## config.mk

```make
export PLATFORM = sky130hd
export DESIGN_NAME = draw_bg_ctrl
export DESIGN_NICKNAME = d
export VERILOG_FILES = /design/src/rtl/vga_pkg.sv /design/src/rtl/bg_bounce_axis.sv /design/src/rtl/draw_bg_ctrl.sv
export SDC_FILE = /design/constraint.sdc
export NUM_CORES = 1
export LEC_CHECK = 0
export BUFFER_PORTS_ARGS = -buffer_cell sky130_fd_sc_hd__buf_2
export CORE_MARGIN = 2
export CORE_UTILIZATION = 45
export DETAILED_ROUTE_END_ITERATION = 8
export PLACE_DENSITY = 0.65
export REMOVE_ABC_BUFFERS = 1
export SYNTH_ARGS = -nofsm -noshare
export SYNTH_HDL_FRONTEND = slang
export SYNTH_SLANG_ARGS = --single-unit
```

## constraint.sdc

```tcl
create_clock -name clk -period 1.4 [get_ports clk]
set_input_delay 0.07 -clock clk [delete_from_list [all_inputs] [get_ports clk]]
set_output_delay 0.07 -clock clk [all_outputs]
set_load 0.03 [all_outputs]
```

## src/rtl/vga_pkg.sv

```systemverilog
// vga_pkg -- constants shared by the VGA drawing blocks.
//
// Contents:
//   HOR_PIXELS / VER_PIXELS : visible frame size.
//   bg_cfg_addr_e           : register map of the background controller's config port.
//   BG_RGB_RST / BG_SHIFT_RST : reset values for base colour and wave shift.
//   bg_clamp_coord()        : clamps an 11-bit signed coordinate to [0, limit-1].
package vga_pkg;

    localparam int HOR_PIXELS = 800;
    localparam int VER_PIXELS = 600;

    typedef enum logic [1:0] {
        BG_X     = 2'd0,
        BG_Y     = 2'd1,
        BG_RGB   = 2'd2,
        BG_SHIFT = 2'd3
    } bg_cfg_addr_e;

    localparam logic [11:0] BG_RGB_RST   = 12'h79A;
    localparam logic [1:0]  BG_SHIFT_RST = 2'd2;

    // raw is interpreted as signed: negative values clamp to 0.
    function automatic logic signed [10:0] bg_clamp_coord(input logic [10:0] raw,
                                                          input int          limit);
        if (raw[10]) begin
            return '0;
        end
        if (int'(raw) > limit - 1) begin
            return 11'(limit - 1);
        end
        return $signed(raw);
    endfunction

endpackage

```

## src/rtl/bg_bounce_axis.sv

```systemverilog
// bg_bounce_axis -- one axis of the bouncing-centre animation.
//
// Combinational. Advances pos by STEP in the current direction; if the result
// leaves [0, limit-1] the position clamps to the crossed bound and the direction
// flips. With en low the position and direction pass through unchanged.
//
// Ports:
//   pos      in  11 signed : current position.
//   dir      in  1         : 1 = increasing, 0 = decreasing.
//   limit    in  11        : axis size in pixels (bound is limit-1).
//   en       in  1         : apply the step.
//   pos_next out 11 signed : stepped position.
//   dir_next out 1         : direction after the step.
//
// Only built with DRAW_BG_BOUNCE_EN defined.
`ifdef DRAW_BG_BOUNCE_EN
module bg_bounce_axis #(
    parameter int STEP = 2
) (
    input  logic signed [10:0] pos,
    input  logic               dir,
    input  logic [10:0]        limit,
    input  logic               en,
    output logic signed [10:0] pos_next,
    output logic               dir_next
);

    localparam logic signed [12:0] STEP_W = 13'(STEP);

    logic signed [12:0] pos_w;
    logic signed [12:0] lim_w;
    logic signed [12:0] sum;

    always_comb begin
        pos_w    = $signed({{2{pos[10]}}, pos});
        lim_w    = $signed({2'b00, limit});
        sum      = dir ? (pos_w + STEP_W) : (pos_w - STEP_W);
        pos_next = pos;
        dir_next = dir;
        if (en) begin
            if (sum < 13'sd0) begin
                pos_next = '0;
                dir_next = 1'b1;
            end else if (sum > lim_w - 13'sd1) begin
                pos_next = 11'(lim_w - 13'sd1);
                dir_next = 1'b0;
            end else begin
                pos_next = sum[10:0];
            end
        end
    end

endmodule
`endif

```

## src/rtl/draw_bg_ctrl.sv

```systemverilog
// draw_bg_ctrl -- frame-synchronous configuration for the background renderer.
//
// Host writes land in shadow registers and are committed to the live outputs
// atomically on the rising edge of vblnk, so the live values never change during
// active video. Optional bouncing-centre animation: define DRAW_BG_BOUNCE_EN.
//
// Ports:
//   clk, rst     : pixel clock, synchronous active-high reset.
//   vblnk        : vertical blank from VGA timing.
//   cfg_valid/cfg_ready/cfg_addr/cfg_data : write port (addr 0 X, 1 Y, 2 RGB, 3 shift).
//   x_c, y_c     : live circle centre (signed).
//   base_rgb     : live base colour.
//   wave_shift   : live wave shift.
//   frame_start  : one-cycle pulse in the commit cycle.
module draw_bg_ctrl
    import vga_pkg::*;
#(
    parameter int          X_INIT   = 220,
    parameter int          Y_INIT   = 240,
    parameter logic [11:0] RGB_INIT = BG_RGB_RST,
    parameter int          STEP     = 2
) (
    input  logic               clk,
    input  logic               rst,
    input  logic               vblnk,
    input  logic               cfg_valid,
    input  logic [1:0]         cfg_addr,
    input  logic [11:0]        cfg_data,
    output logic               cfg_ready,
    output logic signed [10:0] x_c,
    output logic signed [10:0] y_c,
    output logic [11:0]        base_rgb,
    output logic [1:0]         wave_shift,
    output logic               frame_start
);

    if (STEP < 1 || STEP > 15) begin : g_step_range
        $error("draw_bg_ctrl: STEP must be in 1..15");
    end

    localparam logic signed [10:0] X_RST = 11'(X_INIT);
    localparam logic signed [10:0] Y_RST = 11'(Y_INIT);

    typedef enum logic [1:0] {
        ST_ACTIVE,
`ifdef DRAW_BG_BOUNCE_EN
        ST_BOUNCE,
`endif
        ST_COMMIT
    } state_e;

    state_e state_q, state_d;

    logic               vblnk_q, vblnk_d;
    logic               vblnk_rise;
    logic               wr_en;
    logic               cfg_ready_q, cfg_ready_d;
    logic               frame_start_q, frame_start_d;
    logic signed [10:0] x_c_q, x_c_d;
    logic signed [10:0] y_c_q, y_c_d;
    logic signed [10:0] x_sh_q, x_sh_d;
    logic signed [10:0] y_sh_q, y_sh_d;
    logic [11:0]        rgb_q, rgb_d;
    logic [11:0]        rgb_sh_q, rgb_sh_d;
    logic [1:0]         shift_q, shift_d;
    logic [1:0]         shift_sh_q, shift_sh_d;
    logic [3:0]         dirty_q, dirty_d;

`ifdef DRAW_BG_BOUNCE_EN
    logic               dir_x_q, dir_x_d;
    logic               dir_y_q, dir_y_d;
    // Axis written by the host in the current frame: skip its bounce step.
    logic               hold_x_q, hold_x_d;
    logic               hold_y_q, hold_y_d;
    logic signed [10:0] bx_next, by_next;
    logic               bdx_next, bdy_next;

    bg_bounce_axis #(.STEP(STEP)) u_bounce_x (
        .pos      (x_c_q),
        .dir      (dir_x_q),
        .limit    (11'(HOR_PIXELS)),
        .en       (~hold_x_q),
        .pos_next (bx_next),
        .dir_next (bdx_next)
    );

    bg_bounce_axis #(.STEP(STEP)) u_bounce_y (
        .pos      (y_c_q),
        .dir      (dir_y_q),
        .limit    (11'(VER_PIXELS)),
        .en       (~hold_y_q),
        .pos_next (by_next),
        .dir_next (bdy_next)
    );
`endif

    assign vblnk_rise  = vblnk & ~vblnk_q;
    assign wr_en       = cfg_valid & cfg_ready_q;

    assign cfg_ready   = cfg_ready_q;
    assign frame_start = frame_start_q;
    assign x_c         = x_c_q;
    assign y_c         = y_c_q;
    assign base_rgb    = rgb_q;
    assign wave_shift  = shift_q;

    always_comb begin
        state_d    = state_q;
        vblnk_d    = vblnk;
        x_c_d      = x_c_q;
        y_c_d      = y_c_q;
        rgb_d      = rgb_q;
        shift_d    = shift_q;
        x_sh_d     = x_sh_q;
        y_sh_d     = y_sh_q;
        rgb_sh_d   = rgb_sh_q;
        shift_sh_d = shift_sh_q;
        dirty_d    = dirty_q;
`ifdef DRAW_BG_BOUNCE_EN
        dir_x_d    = dir_x_q;
        dir_y_d    = dir_y_q;
        hold_x_d   = hold_x_q;
        hold_y_d   = hold_y_q;
`endif

        unique case (state_q)
            ST_ACTIVE: begin
                if (vblnk_rise) begin
                    state_d = ST_COMMIT;
                end
            end
            ST_COMMIT: begin
                if (dirty_q[BG_X])     x_c_d   = x_sh_q;
                if (dirty_q[BG_Y])     y_c_d   = y_sh_q;
                if (dirty_q[BG_RGB])   rgb_d   = rgb_sh_q;
                if (dirty_q[BG_SHIFT]) shift_d = shift_sh_q;
                dirty_d = '0;
`ifdef DRAW_BG_BOUNCE_EN
                hold_x_d = dirty_q[BG_X];
                hold_y_d = dirty_q[BG_Y];
                state_d  = ST_BOUNCE;
`else
                state_d  = ST_ACTIVE;
`endif
            end
`ifdef DRAW_BG_BOUNCE_EN
            ST_BOUNCE: begin
                x_c_d   = bx_next;
                y_c_d   = by_next;
                dir_x_d = bdx_next;
                dir_y_d = bdy_next;
                state_d = ST_ACTIVE;
            end
`endif
            default: state_d = ST_ACTIVE;
        endcase

        // Writes are only accepted in ACTIVE, so a write in the edge cycle
        // reaches the shadow before the COMMIT cycle reads it.
        if (wr_en) begin
            unique case (bg_cfg_addr_e'(cfg_addr))
                BG_X:     x_sh_d     = bg_clamp_coord(cfg_data[10:0], HOR_PIXELS);
                BG_Y:     y_sh_d     = bg_clamp_coord(cfg_data[10:0], VER_PIXELS);
                BG_RGB:   rgb_sh_d   = cfg_data;
                BG_SHIFT: shift_sh_d = cfg_data[1:0];
                default:  ;
            endcase
            dirty_d[cfg_addr] = 1'b1;
        end

        cfg_ready_d   = (state_d == ST_ACTIVE);
        frame_start_d = (state_d == ST_COMMIT);
    end

    always_ff @(posedge clk) begin
        // Edge detector keeps tracking through reset so a reset released
        // inside vblank does not fire a spurious frame.
        vblnk_q <= vblnk_d;
        if (rst) begin
            state_q       <= ST_ACTIVE;
            cfg_ready_q   <= 1'b0;
            frame_start_q <= 1'b0;
            x_c_q         <= X_RST;
            y_c_q         <= Y_RST;
            rgb_q         <= RGB_INIT;
            shift_q       <= BG_SHIFT_RST;
            x_sh_q        <= X_RST;
            y_sh_q        <= Y_RST;
            rgb_sh_q      <= RGB_INIT;
            shift_sh_q    <= BG_SHIFT_RST;
            dirty_q       <= '0;
`ifdef DRAW_BG_BOUNCE_EN
            dir_x_q       <= 1'b1;
            dir_y_q       <= 1'b1;
            hold_x_q      <= 1'b0;
            hold_y_q      <= 1'b0;
`endif
        end else begin
            state_q       <= state_d;
            cfg_ready_q   <= cfg_ready_d;
            frame_start_q <= frame_start_d;
            x_c_q         <= x_c_d;
            y_c_q         <= y_c_d;
            rgb_q         <= rgb_d;
            shift_q       <= shift_d;
            x_sh_q        <= x_sh_d;
            y_sh_q        <= y_sh_d;
            rgb_sh_q      <= rgb_sh_d;
            shift_sh_q    <= shift_sh_d;
            dirty_q       <= dirty_d;
`ifdef DRAW_BG_BOUNCE_EN
            dir_x_q       <= dir_x_d;
            dir_y_q       <= dir_y_d;
            hold_x_q      <= hold_x_d;
            hold_y_q      <= hold_y_d;
`endif
        end
    end

endmodule

```

==> run summary <==
========================================================================================
GPL Wtd Cong                                                                      0.7947
Final worst hold slack                                                          22.48 ps
Final setup violating endpoints                                                        0
Die outline area                                                               7117 um^2
RR Startpoint                                                               cfg_ready$_SDFF_PP0_
Total half-perimeter wirelength after legalization and detailed placement       4.372 mm
Crit-path leading delay family                                              compound AO/OA/AOI/OAI gates
CTS tree                                                                            done
Master cell of the clock root buffer                                        sky130_fd_sc_hd__clkbuf_8
Clock-pin slew on the worst setup and hold paths                                   70 ps
Detailed-routing iteration count for the pre-antenna-repair pass                       4
Average wire per cell in the routed design                                      13.50 um
Final global-route overflow total                                                      0
Critical setup path kind                                                    input pin to register
Post-route minimum period                                                        1252 ps
Standard cell core area                                                        6314 um^2
Critical Path Max Stage Delay                                                     540 ps
Sequential element share of the synthesized area                                  0.5303
Worst hold path class                                                       input pin to register
Critical path fanouts, max                                                             6
Synthesized netlist cell count                                                       326
Worst-path cell with the longest stage delay                                sky130_fd_sc_hd__dlygate4sd3_1
Required time of the critical path                                               1690 ps
Fraction of layout cells with a size suffix above 1                               0.2066
Maximum operating frequency                                                    798.4 MHz
H-Tree Depth                                                                           3
Number of clock buffers inserted by TritonCTS                                          9
Setup clock skew after layout                                                   8.425 ps
Maximum number of pins on one net before global-route repair                          46
Port buffer count                                                                     53
Number of synthesized register bits                                                   77
Wire length reported by the detailed router                                     6.331 mm
Horizontal die dimension                                                        84.37 um
Post-route ant nets                                                                    0
Power per cell area                                                         1177 nW/um^2
Post-CTS setup buffer count                                                            0
Max Transition Viols Final                                                             0
Number of global-route vias before repair                                           2193
Number of max-cap violations                                                           0
Start point of the worst min-delay path                                      cfg_data[3]
Unrepaired setup endpoints after global routing                                    false
Count of nets after finishing                                                        406
Post-route design area                                                         3530 um^2
Antenna cell count                                                                     0
Critical path startpoint category                                              input pin
Setup TNS                                                                           0 ps
Filler cell count                                                                    620
Worst setup startpoint                                                       cfg_data[6]
CTS max path bufs                                                                      2
Ratio of routed vias to standard cells                                             5.060
Clock latency reported for the late side of the worst-skew pair                   350 ps
Average footprint of a synthesized cell                                       8.916 um^2
Cells along the critical path                                               dlygate4sd3_1 -> buf_2 -> a211o_1 -> a21oi_1 -> a32o_1
Initial core utilization                                                          0.4604
Buffering stage count on the worst path with inverters included                        2
IO Count                                                                              56
Max IR drop VDD                                                              0.0006715 V
Global-route wire length before repair                                          10.41 mm
# clock sinks                                                                         77
Period utilization                                                                0.8946
Area after DPL                                                                 3277 um^2
Number of antenna violations at the first check in global routing                      0
Total routing resource utilization after global routing                           0.1861
DRT iter0 DRCs                                                                       109
Number of endpoints with negative hold slack in the final report                       0
Count of unresolved DRC violations after routing                                       0
Sort of element at the end of the critical path                                 register
Data arrival time of the worst path                                              1540 ps
Status                                                                      finished, final reports clean
Leakage power                                                                0.001486 uW
Area Growth Syn to Fin                                                            21.44%
Via count of the routed design                                                      2373
Number of distinct standard cells referenced by the synthesized netlist               41
Number of warning messages in the yosys log                                            0
Placement row count                                                                   29
Post-Synthesis Cell Area                                                       2907 um^2
Die Height                                                                      84.37 um
========================================================================================
==> state kept, by name, indices dropped and copies added, names as in the netlist <==
signal       cells
frame_start      1
y_c             10
shift_sh_q       2
vblnk_q          1
y_sh_q          10
cfg_ready        1
x_sh_q          10
rgb_sh_q        12
x_c             10
base_rgb        12
state_q          2
dirty_q          4
wave_shift       2
==> metrics by stage <==
stage / util / power, uW / instances / setup slack [ps]
2_1_floorplan: - / 2399 / 307 / -130.1
3_3_place_gp: 0.5190 / 2526 / 448 / 212.1
3_5_place_dp: 0.5190 / 2530 / 448 / 167.1
4_1_cts: 0.5591 / 4186 / 469 / 145.7
5_1_grt: 0.5591 / 4304 / 469 / 31.06
6_report: 0.5591 / 4156 / 469 / 147.5
==> cell usage after synthesis <==
| library cell | number | area share |
|---|---|---|
| sky130_fd_sc_hd__nand2b_1 | 3 | 0.0065 |
| sky130_fd_sc_hd__nor4b_2 | 1 | 0.0052 |
| sky130_fd_sc_hd__a211oi_1 | 3 | 0.0077 |
| sky130_fd_sc_hd__o21ai_1 | 2 | 0.0034 |
| sky130_fd_sc_hd__buf_6 | 1 | 0.0039 |
| sky130_fd_sc_hd__nand2_1 | 92 | 0.12 |
| sky130_fd_sc_hd__and3b_1 | 3 | 0.0090 |
| sky130_fd_sc_hd__a211o_1 | 6 | 0.018 |
| sky130_fd_sc_hd__o2bb2ai_1 | 3 | 0.0090 |
| sky130_fd_sc_hd__nand3b_1 | 29 | 0.075 |
| sky130_fd_sc_hd__nor3_2 | 1 | 0.0034 |
| sky130_fd_sc_hd__nor3b_1 | 1 | 0.0026 |
| sky130_fd_sc_hd__o21ai_0 | 3 | 0.0052 |
| sky130_fd_sc_hd__a21oi_1 | 36 | 0.062 |
| sky130_fd_sc_hd__o311a_1 | 1 | 0.0034 |
| sky130_fd_sc_hd__mux2i_1 | 4 | 0.014 |
| sky130_fd_sc_hd__or3_4 | 1 | 0.0039 |
| sky130_fd_sc_hd__nand3_1 | 1 | 0.0017 |
| sky130_fd_sc_hd__buf_2 | 10 | 0.017 |
| sky130_fd_sc_hd__o21a_1 | 1 | 0.0026 |
| sky130_fd_sc_hd__or3_1 | 1 | 0.0022 |
| sky130_fd_sc_hd__and3_1 | 2 | 0.0043 |
| sky130_fd_sc_hd__buf_4 | 2 | 0.0052 |
| sky130_fd_sc_hd__nor2_1 | 14 | 0.018 |
| sky130_fd_sc_hd__nand4b_2 | 1 | 0.0052 |
| sky130_fd_sc_hd__a32o_1 | 2 | 0.0069 |
| sky130_fd_sc_hd__nand4_1 | 1 | 0.0022 |
| sky130_fd_sc_hd__buf_1 | 2 | 0.0026 |
| sky130_fd_sc_hd__inv_1 | 2 | 0.0026 |
| sky130_fd_sc_hd__and4_1 | 1 | 0.0030 |
| sky130_fd_sc_hd__nand4bb_1 | 1 | 0.0039 |
| sky130_fd_sc_hd__o31ai_1 | 2 | 0.0052 |
| sky130_fd_sc_hd__and4b_1 | 1 | 0.0034 |
| sky130_fd_sc_hd__nor2b_1 | 4 | 0.0086 |
| sky130_fd_sc_hd__and4bb_4 | 1 | 0.0056 |
| sky130_fd_sc_hd__clkbuf_1 | 6 | 0.0077 |
| sky130_fd_sc_hd__nand4b_1 | 1 | 0.0030 |
| sky130_fd_sc_hd__a221o_1 | 1 | 0.0034 |
| sky130_fd_sc_hd__nor4b_1 | 1 | 0.0030 |
| sky130_fd_sc_hd__conb_1 | 1 | 0.0013 |
| sky130_fd_sc_hd__dfxtp_1 | 77 | 0.53 |
==> layout by cell type (no fill, tap or decap), drive strengths merged, types with 3 or more instances in the layout <==
master	count
nand2	92
and3b	3
o2bb2ai	3
buf	64
a21oi	36
clkbuf	14
nor2	14
o21ai	5
a211o	6
mux2i	4
nor2b	4
nand3b	29
a211oi	3
conb	3
dlygate4sd3	6
nand2b	3
dfxtp	77
==> final cells by class <==
cell class / instances / area, um^2 / share of cell area
Inverter: 2 / 7.507 / 0.002127
Timing Repair Buffer: 70 / 432.9 / 0.1227
Clock inverter: 1 / 30.03 / 0.008508
Sequential cell: 77 / 1541 / 0.4367
Tap cell: 77 / 96.34 / 0.02730
Multi-Input combinational cell: 228 / 1259 / 0.3566
Clock buffer: 14 / 162.7 / 0.04608
==> power breakdown <==
| group | switching [uW] | internal (uW) |
|---|---|---|
| logic | 141 | 101 |
| registers | 24.4 | 2220 |
| clock network | 749 | 915 |
==> layer usage <==
metal | wire length [um] | vias up | track usage | part of all wire
li1 | - | 1234 | - | -
met1 | 3100 | 1094 | 0.2423 | 0.49
met2 | 2863 | 35 | 0.2958 | 0.45
met3 | 274 | 10 | 0.05900 | 0.043
met4 | 93 | 0 | 0.06061 | 0.015
met5 | 0 | - | 0 | 0
==> logic make-up (layout without fill, tap and decap cells) <==
logic type,count (synthesis),in the layout,share of synthesized area
multiplexers,4,4,0.01378
other,1,3,0.001290
AO/OA/AOI/OAI,60,60,0.1270
buffers and inverters,23,87,0.03917
AND/OR/NAND/NOR,161,161,0.2884
flip-flops,77,77,0.5303
==> path summary, 6_finish.rpt <==
check                           depth (start not counted)  slack [ps]                        to
worst min-delay path                                    3          20  rgb_sh_q[3]$_SDFFE_PP1P_
worst max-delay path                                    5         150    y_sh_q[3]$_SDFFE_PP0P_
worst max register to register                          3         160    x_sh_q[6]$_SDFFE_PP1P_
worst min register to register                          2         450       x_c[5]$_SDFFE_PP0P_
==> repair_timing <==
item                                   in CTS  in global routing
hold buffers                                6                  0
gates resized for setup                     0                  0
endpoints found under the hold margin       6                  0
==> worst register-to-register path, delay by kind of cell (launching register included) <==
kind	cells	cell delay (ps)
AOI/OAI and AO/OA	1	290
buffers and inverters	1	200
DFF	1	440
and+or+nand+nor	1	200
Power figures use the tool's default switching activity.
